--- src/rtl/sel4_scan_ctrl.sv ---
// sel4_scan_ctrl: scan sequencer for a 4-to-1 selector.
// It steps the selector through channels 0..3 and waits DWELL settle cycles on
// each channel. It samples the selector output once per channel and packs the
// four samples into a 4-bit frame. The frame goes downstream over a
// valid/ready handshake.
// DWELL must lie in 1..15, and CW must be wide enough to hold DWELL-1.
module sel4_scan_ctrl #(
  parameter int DWELL = 2,
  parameter int CW    = 4
) (
  input  logic       clk,
  input  logic       rst,
  input  logic       start,
  input  logic       cont,
  input  logic       mux_out,
  output logic       sel1,
  output logic       sel2,
  output logic [1:0] ch,
  output logic       busy,
  output logic [3:0] frame,
  output logic       frame_valid,
  input  logic       frame_ready
);

  typedef enum logic [1:0] {
    IDLE   = 2'd0,
    SETTLE = 2'd1,
    SAMPLE = 2'd2,
    VALID  = 2'd3
  } state_t;

  localparam logic [CW-1:0] CNT_LAST = CW'(DWELL - 1);
  localparam logic [CW-1:0] CNT_ONE  = CW'(1);

  state_t        state_reg, state_next;
  logic [1:0]    ch_reg, ch_next;
  logic [CW-1:0] cnt_reg, cnt_next;
  logic [3:0]    frame_reg, frame_next;

  logic          handshake;
  logic          settle_done;
  logic          last_ch;

  assign handshake   = (state_reg == VALID) && frame_ready;
  assign settle_done = (cnt_reg == CNT_LAST);
  assign last_ch     = (ch_reg == 2'd3);

  // State, channel, dwell counter and frame registers; reset takes effect at once
  always_ff @(posedge clk or posedge rst) begin
    if (rst) begin
      state_reg <= IDLE;
      ch_reg    <= 2'd0;
      cnt_reg   <= '0;
      frame_reg <= 4'd0;
    end else begin
      state_reg <= state_next;
      ch_reg    <= ch_next;
      cnt_reg   <= cnt_next;
      frame_reg <= frame_next;
    end
  end

  // Next-state logic: settle, then sample each channel, then hold the frame until it is accepted
  always_comb begin
    state_next = state_reg;
    ch_next    = ch_reg;
    cnt_next   = cnt_reg;
    frame_next = frame_reg;

    case (state_reg)
      IDLE: begin
        // A new scan always begins from channel 0 with an empty frame
        if (start) begin
          state_next = SETTLE;
          ch_next    = 2'd0;
          cnt_next   = '0;
          frame_next = 4'd0;
        end
      end

      SETTLE: begin
        // Stay here for exactly DWELL cycles, so the selector path can settle
        if (settle_done) begin
          state_next = SAMPLE;
          cnt_next   = '0;
        end else begin
          cnt_next   = cnt_reg + CNT_ONE;
        end
      end

      SAMPLE: begin
        // Capture the settled selector output into this channel's frame bit
        frame_next[ch_reg] = mux_out;
        if (last_ch) begin
          // ch stays at 3 while the completed frame is presented
          state_next = VALID;
        end else begin
          state_next = SETTLE;
          ch_next    = ch_reg + 2'd1;
        end
      end

      VALID: begin
        // The frame stays frozen under backpressure; only a handshake releases it
        if (frame_ready) begin
          ch_next = 2'd0;
          if (cont) begin
            state_next = SETTLE;
            cnt_next   = '0;
            frame_next = 4'd0;
          end else begin
            // Any start in this cycle is not acted on. It takes effect from IDLE on a later edge.
            state_next = IDLE;
          end
        end
      end

      default: begin
        state_next = IDLE;
        ch_next    = 2'd0;
        cnt_next   = '0;
        frame_next = 4'd0;
      end
    endcase
  end

  // Selector steering decoded from the channel register, so there is no added latency:
  // ch0 -> 00, ch1 -> 11, ch2 -> 10, ch3 -> 01. The final selector stage uses sel1^sel2.
  always_comb begin
    sel2 = ch_reg[0];
    sel1 = ch_reg[0] ^ ch_reg[1];
  end

  // Status outputs come straight from registers. frame_valid therefore falls with rst, without a clock edge.
  always_comb begin
    ch          = ch_reg;
    frame       = frame_reg;
    busy        = (state_reg != IDLE);
    frame_valid = (state_reg == VALID);
  end

  // The handshake term is kept for readability of the VALID exit condition
  logic unused_ok;
  assign unused_ok = handshake;

endmodule

--- config.mk ---
export PLATFORM = sky130hd
export DESIGN_NAME = sel4_scan_ctrl
export DESIGN_NICKNAME = d
export VERILOG_FILES = /design/src/rtl/sel4_scan_ctrl.sv
export SDC_FILE = /design/constraint.sdc
export NUM_CORES = 1
export LEC_CHECK = 0
export ABC_AREA = 1
export ABC_CLOCK_PERIOD_IN_PS = 3450
export CAP_MARGIN = 25
export CORE_ASPECT_RATIO = 0.7
export CORE_MARGIN = 2
export CORE_UTILIZATION = 38
export CTS_CLUSTER_SIZE = 16
export DETAILED_ROUTE_END_ITERATION = 8
export GPL_TIMING_DRIVEN = 0
export PLACE_DENSITY = 0.71
export SYNTH_ARGS = -nofsm -noshare
export SYNTH_HDL_FRONTEND = slang
export SYNTH_SLANG_ARGS = --single-unit
--- constraint.sdc ---
create_clock -name clk -period 3.45 [get_ports clk]
set_input_delay 0.8625 -clock clk [delete_from_list [all_inputs] [get_ports clk]]
set_output_delay 0.8625 -clock clk [all_outputs]
set_load 0.02 [all_outputs]
==> results.ini, run 1 <==
[power]
max_rail_drop_vdd_mv = 0.5095
netSwitchingFraction_pct = 47.31
design_power_total_uw = 774.1
p_per_area_nw_per_um2 = 781.2
clkPwrFrac_pct = 11.2
comb_power_share_pct = 58.4
sequentialPowerShare_pct = 30.4
power.switching_uw = 366.2
internal_cell_power_uw = 407.9
power_leakage_uw = 0.0005232

[die]
initial_core_utilization_pct = 41.55
rows = 13
die_h_um = 42.17
pin_count = 16
coreArea_um2 = 1903
fp.dieW_um = 58.53
die-area_um2 = 2468

[timing]
final.setup_skew_ns = 0.002928
fmaxAchievable_mhz = 386.8
setup_ws_ns = 0.8649
slew_viol_final = 0
tightestPinTransition_ns = 0.4528
rsz0062_at_grt = no
min_period_ns = 2.585
setup_viol_count_final = 0
min_period_over_period_pct = 74.93
maxSlewHeadroom_pct = 69.78
timing.final.hold_violations = 0
setup_tns_ns = 0

[clock_network]
cts.repair.resized = 0
postCtsHoldBufs = 0
cts_tree = done
number_of_buffers_created_by_cts = 3
clock_latency_ns = 0.27
cts_htree_levels = 1
post_cts_buffers = 0
clkSinkCount = 12
buffers_from_clock_root_to_sink_at_most = 2
cts.root.buffer_cell = sky130_fd_sc_hd__clkbuf_4
clk_pin_slew_worst_setup_hold_paths_ns = 0.07

[critical_path]
crit_arrival_ns = 1.72
critical_path_peak_fanout = 5
startpoint = ch[0]
endpoint_kind = output pin
critPathRequiredTime_ns = 2.59
timing.rr.start = state_reg[0]
worst-r2r-cell-count = 6
critPathLaunchType = flip-flop
setup.worst_path.class = flip-flop to output pin

[global_route]
grt_remaining_overflow = 0
grt_total_usage_pct = 15.27
number_of_antenna_violations_at_the_first_check_in_global_routing = 0
grt_pass1_wl_mm = 2.787
grt_pass1_vias = 574
grt_max_degree = 13

[finish]
register_area_um2 = 300.3
multi_input_area_um2 = 416.7
num-fill-cells = 177
mostFrequentLayoutCell = sky130_fd_sc_hd__nand2_1
diodes = 0
area_growth_pct = 25.32
drive_gt1_share_pct = 12.93
mostFrequentLayoutCells = sky130_fd_sc_hd__nand2_1, sky130_fd_sc_hd__clkdlybuf4s50_1, sky130_fd_sc_hd__inv_1, sky130_fd_sc_hd__nand3_1, sky130_fd_sc_hd__dfrtp_1
fin_nets = 130
layout.cells.non_filler = 138

[status]
run_status = finished clean

[worst_hold_path]
hp-start = frame[1]
hold_class = flip-flop to flip-flop
min_delay_path_depth = 2

[logic_synthesis]
syn-mean-instance-area_um2 = 8.069
ys_types = 21
synth.ff_latch_count = 12
portion_of_the_post_synthesis_area_used_by_sequential_elements_pct = 37.97
syn-num-nets = 110
synthesis.area_um2 = 790.8
yosysWarningCount = 0
post_synth_inst_count = 98

[place]
place.port_buffers = 15
detailedPlacementHpwl_mm = 1.246
placedCellCount = 135
place.gp.congestion = 0.7855
dp_worst_setup_slack_ns = 1.149

[drt]
route.antenna.remaining_nets = 0
finalWirelength_mm = 1.649
detail_route.vias_per_cell = 5.029
remaining_drc_errors = 0
initialDrtViolationCount = 27
wire_per_inst_um = 11.95
vias = 694
drt_pass1_iterations = 7

[job]
number_of_max_cap_violations = 0

==> worst max-delay path, cell delays in order (launching register included) <==
cell	delay [ns]
sky130_fd_sc_hd__dfrtp_1	0.42
sky130_fd_sc_hd__inv_1	0.12
sky130_fd_sc_hd__ha_1	0.31
sky130_fd_sc_hd__clkdlybuf4s50_1	0.61
==> layer usage <==
layer / up-vias / global-route usage [%] / part of all wire [%]
li1: 350 / - / -
met1: 309 / 20.91 / 48
met3: 7 / 5.556 / 7.7
met2: 28 / 20.45 / 42
met4: 0 / 8.372 / 2.7
met5: - / 0 / 0
==> layout make-up <==
type / count / area share, %
multi-input combinational: 69 / 42.05
sequential: 12 / 30.30
timing repair buffer: 15 / 15.15
inverter: 15 / 5.934
tap: 22 / 2.778
clock buffer: 3 / 2.273
buffer: 2 / 1.515
==> cells in the mapped netlist <==
cell | count | area (um^2)
sky130_fd_sc_hd__nand3b_4 | 1 | 20.02
sky130_fd_sc_hd__or2_0 | 2 | 12.51
sky130_fd_sc_hd__ha_1 | 6 | 75.07
sky130_fd_sc_hd__nand4_1 | 5 | 31.28
sky130_fd_sc_hd__nor2_1 | 2 | 7.510
sky130_fd_sc_hd__o21ai_2 | 1 | 8.760
sky130_fd_sc_hd__inv_1 | 14 | 52.55
sky130_fd_sc_hd__nand3_4 | 1 | 17.52
sky130_fd_sc_hd__nand3_1 | 14 | 70.07
sky130_fd_sc_hd__xor2_1 | 1 | 8.760
sky130_fd_sc_hd__a21o_2 | 1 | 8.760
sky130_fd_sc_hd__buf_4 | 2 | 15.01
sky130_fd_sc_hd__dfrtp_1 | 12 | 300.3
sky130_fd_sc_hd__and3_2 | 1 | 7.510
sky130_fd_sc_hd__o21ai_0 | 1 | 5.000
sky130_fd_sc_hd__nand2_4 | 1 | 11.26
sky130_fd_sc_hd__nand2_2 | 1 | 6.260
sky130_fd_sc_hd__nor2_4 | 1 | 11.26
sky130_fd_sc_hd__nand2_1 | 29 | 108.9
sky130_fd_sc_hd__nor2_2 | 1 | 6.260
sky130_fd_sc_hd__inv_4 | 1 | 6.260
==> power by group through the flow <==
stage,Combinational [uW],Clock (uW),Sequential (uW)
global placement,440,0,234
CTS,453,88.0,235
floorplan,299,0,247
finish,452,86.9,235
global route,506,96.6,242
detailed placement,450,0,237
==> cell families after synthesis <==
| logic type | after synthesis | share of synthesized area (%) |
|---|---|---|
| xor+xnor | 1 | 1.108 |
| fa+ha+maj | 6 | 9.493 |
| flops | 12 | 37.97 |
| simple gates | 59 | 39.24 |
| compound gates | 3 | 2.848 |
| buf+inv | 17 | 9.335 |
==> stage by stage <==
| step | util [%] | cell area, um^2 | hold WS, ns |
|---|---|---|---|
| 3_3_place_gp | 50.89 | 968.4 | 0.4542 |
| 5_1_grt | 52.07 | 991.0 | 0.5243 |
| 3_5_place_dp | 50.89 | 968.4 | 0.4582 |
| 6_report | 52.07 | 991.0 | 0.4735 |
| 4_1_cts | 52.07 | 991.0 | 0.4759 |
| 2_1_floorplan | - | 790.8 | 0.4864 |
==> final timing paths <==
check,endpoint,slack (ns)
worst max-delay path,sel1,0.86
worst min-delay path,frame[1],0.47
worst max register to register,ch[1],2.12
worst min register to register,frame[1],0.47
max in group asynchronous,state_reg[0],2.25
min in group asynchronous,ch[1],0.89
Note: power is estimated with default switching activity, not from simulation.
==> run 2, diff against run 1 <==
ABC_CLOCK_PERIOD_IN_PS = 2700   (was 3450)
clock period = 2.7 ns   (was 3.45 ns; I/O delays follow)
==> results of run 2 <==
The final DEF is identical to that of run 1. Status: finished clean.
Main changes from that run: setup slack after placement 1.149 ns -> 0.5866 ns; setup slack after layout 0.8649 ns -> 0.3024 ns; register-to-register setup slack 2.12 ns -> 1.37 ns; total power 774.1 uW -> 989.1 uW; worst IR drop on VDD 0.5095 mV -> 0.6511 mV
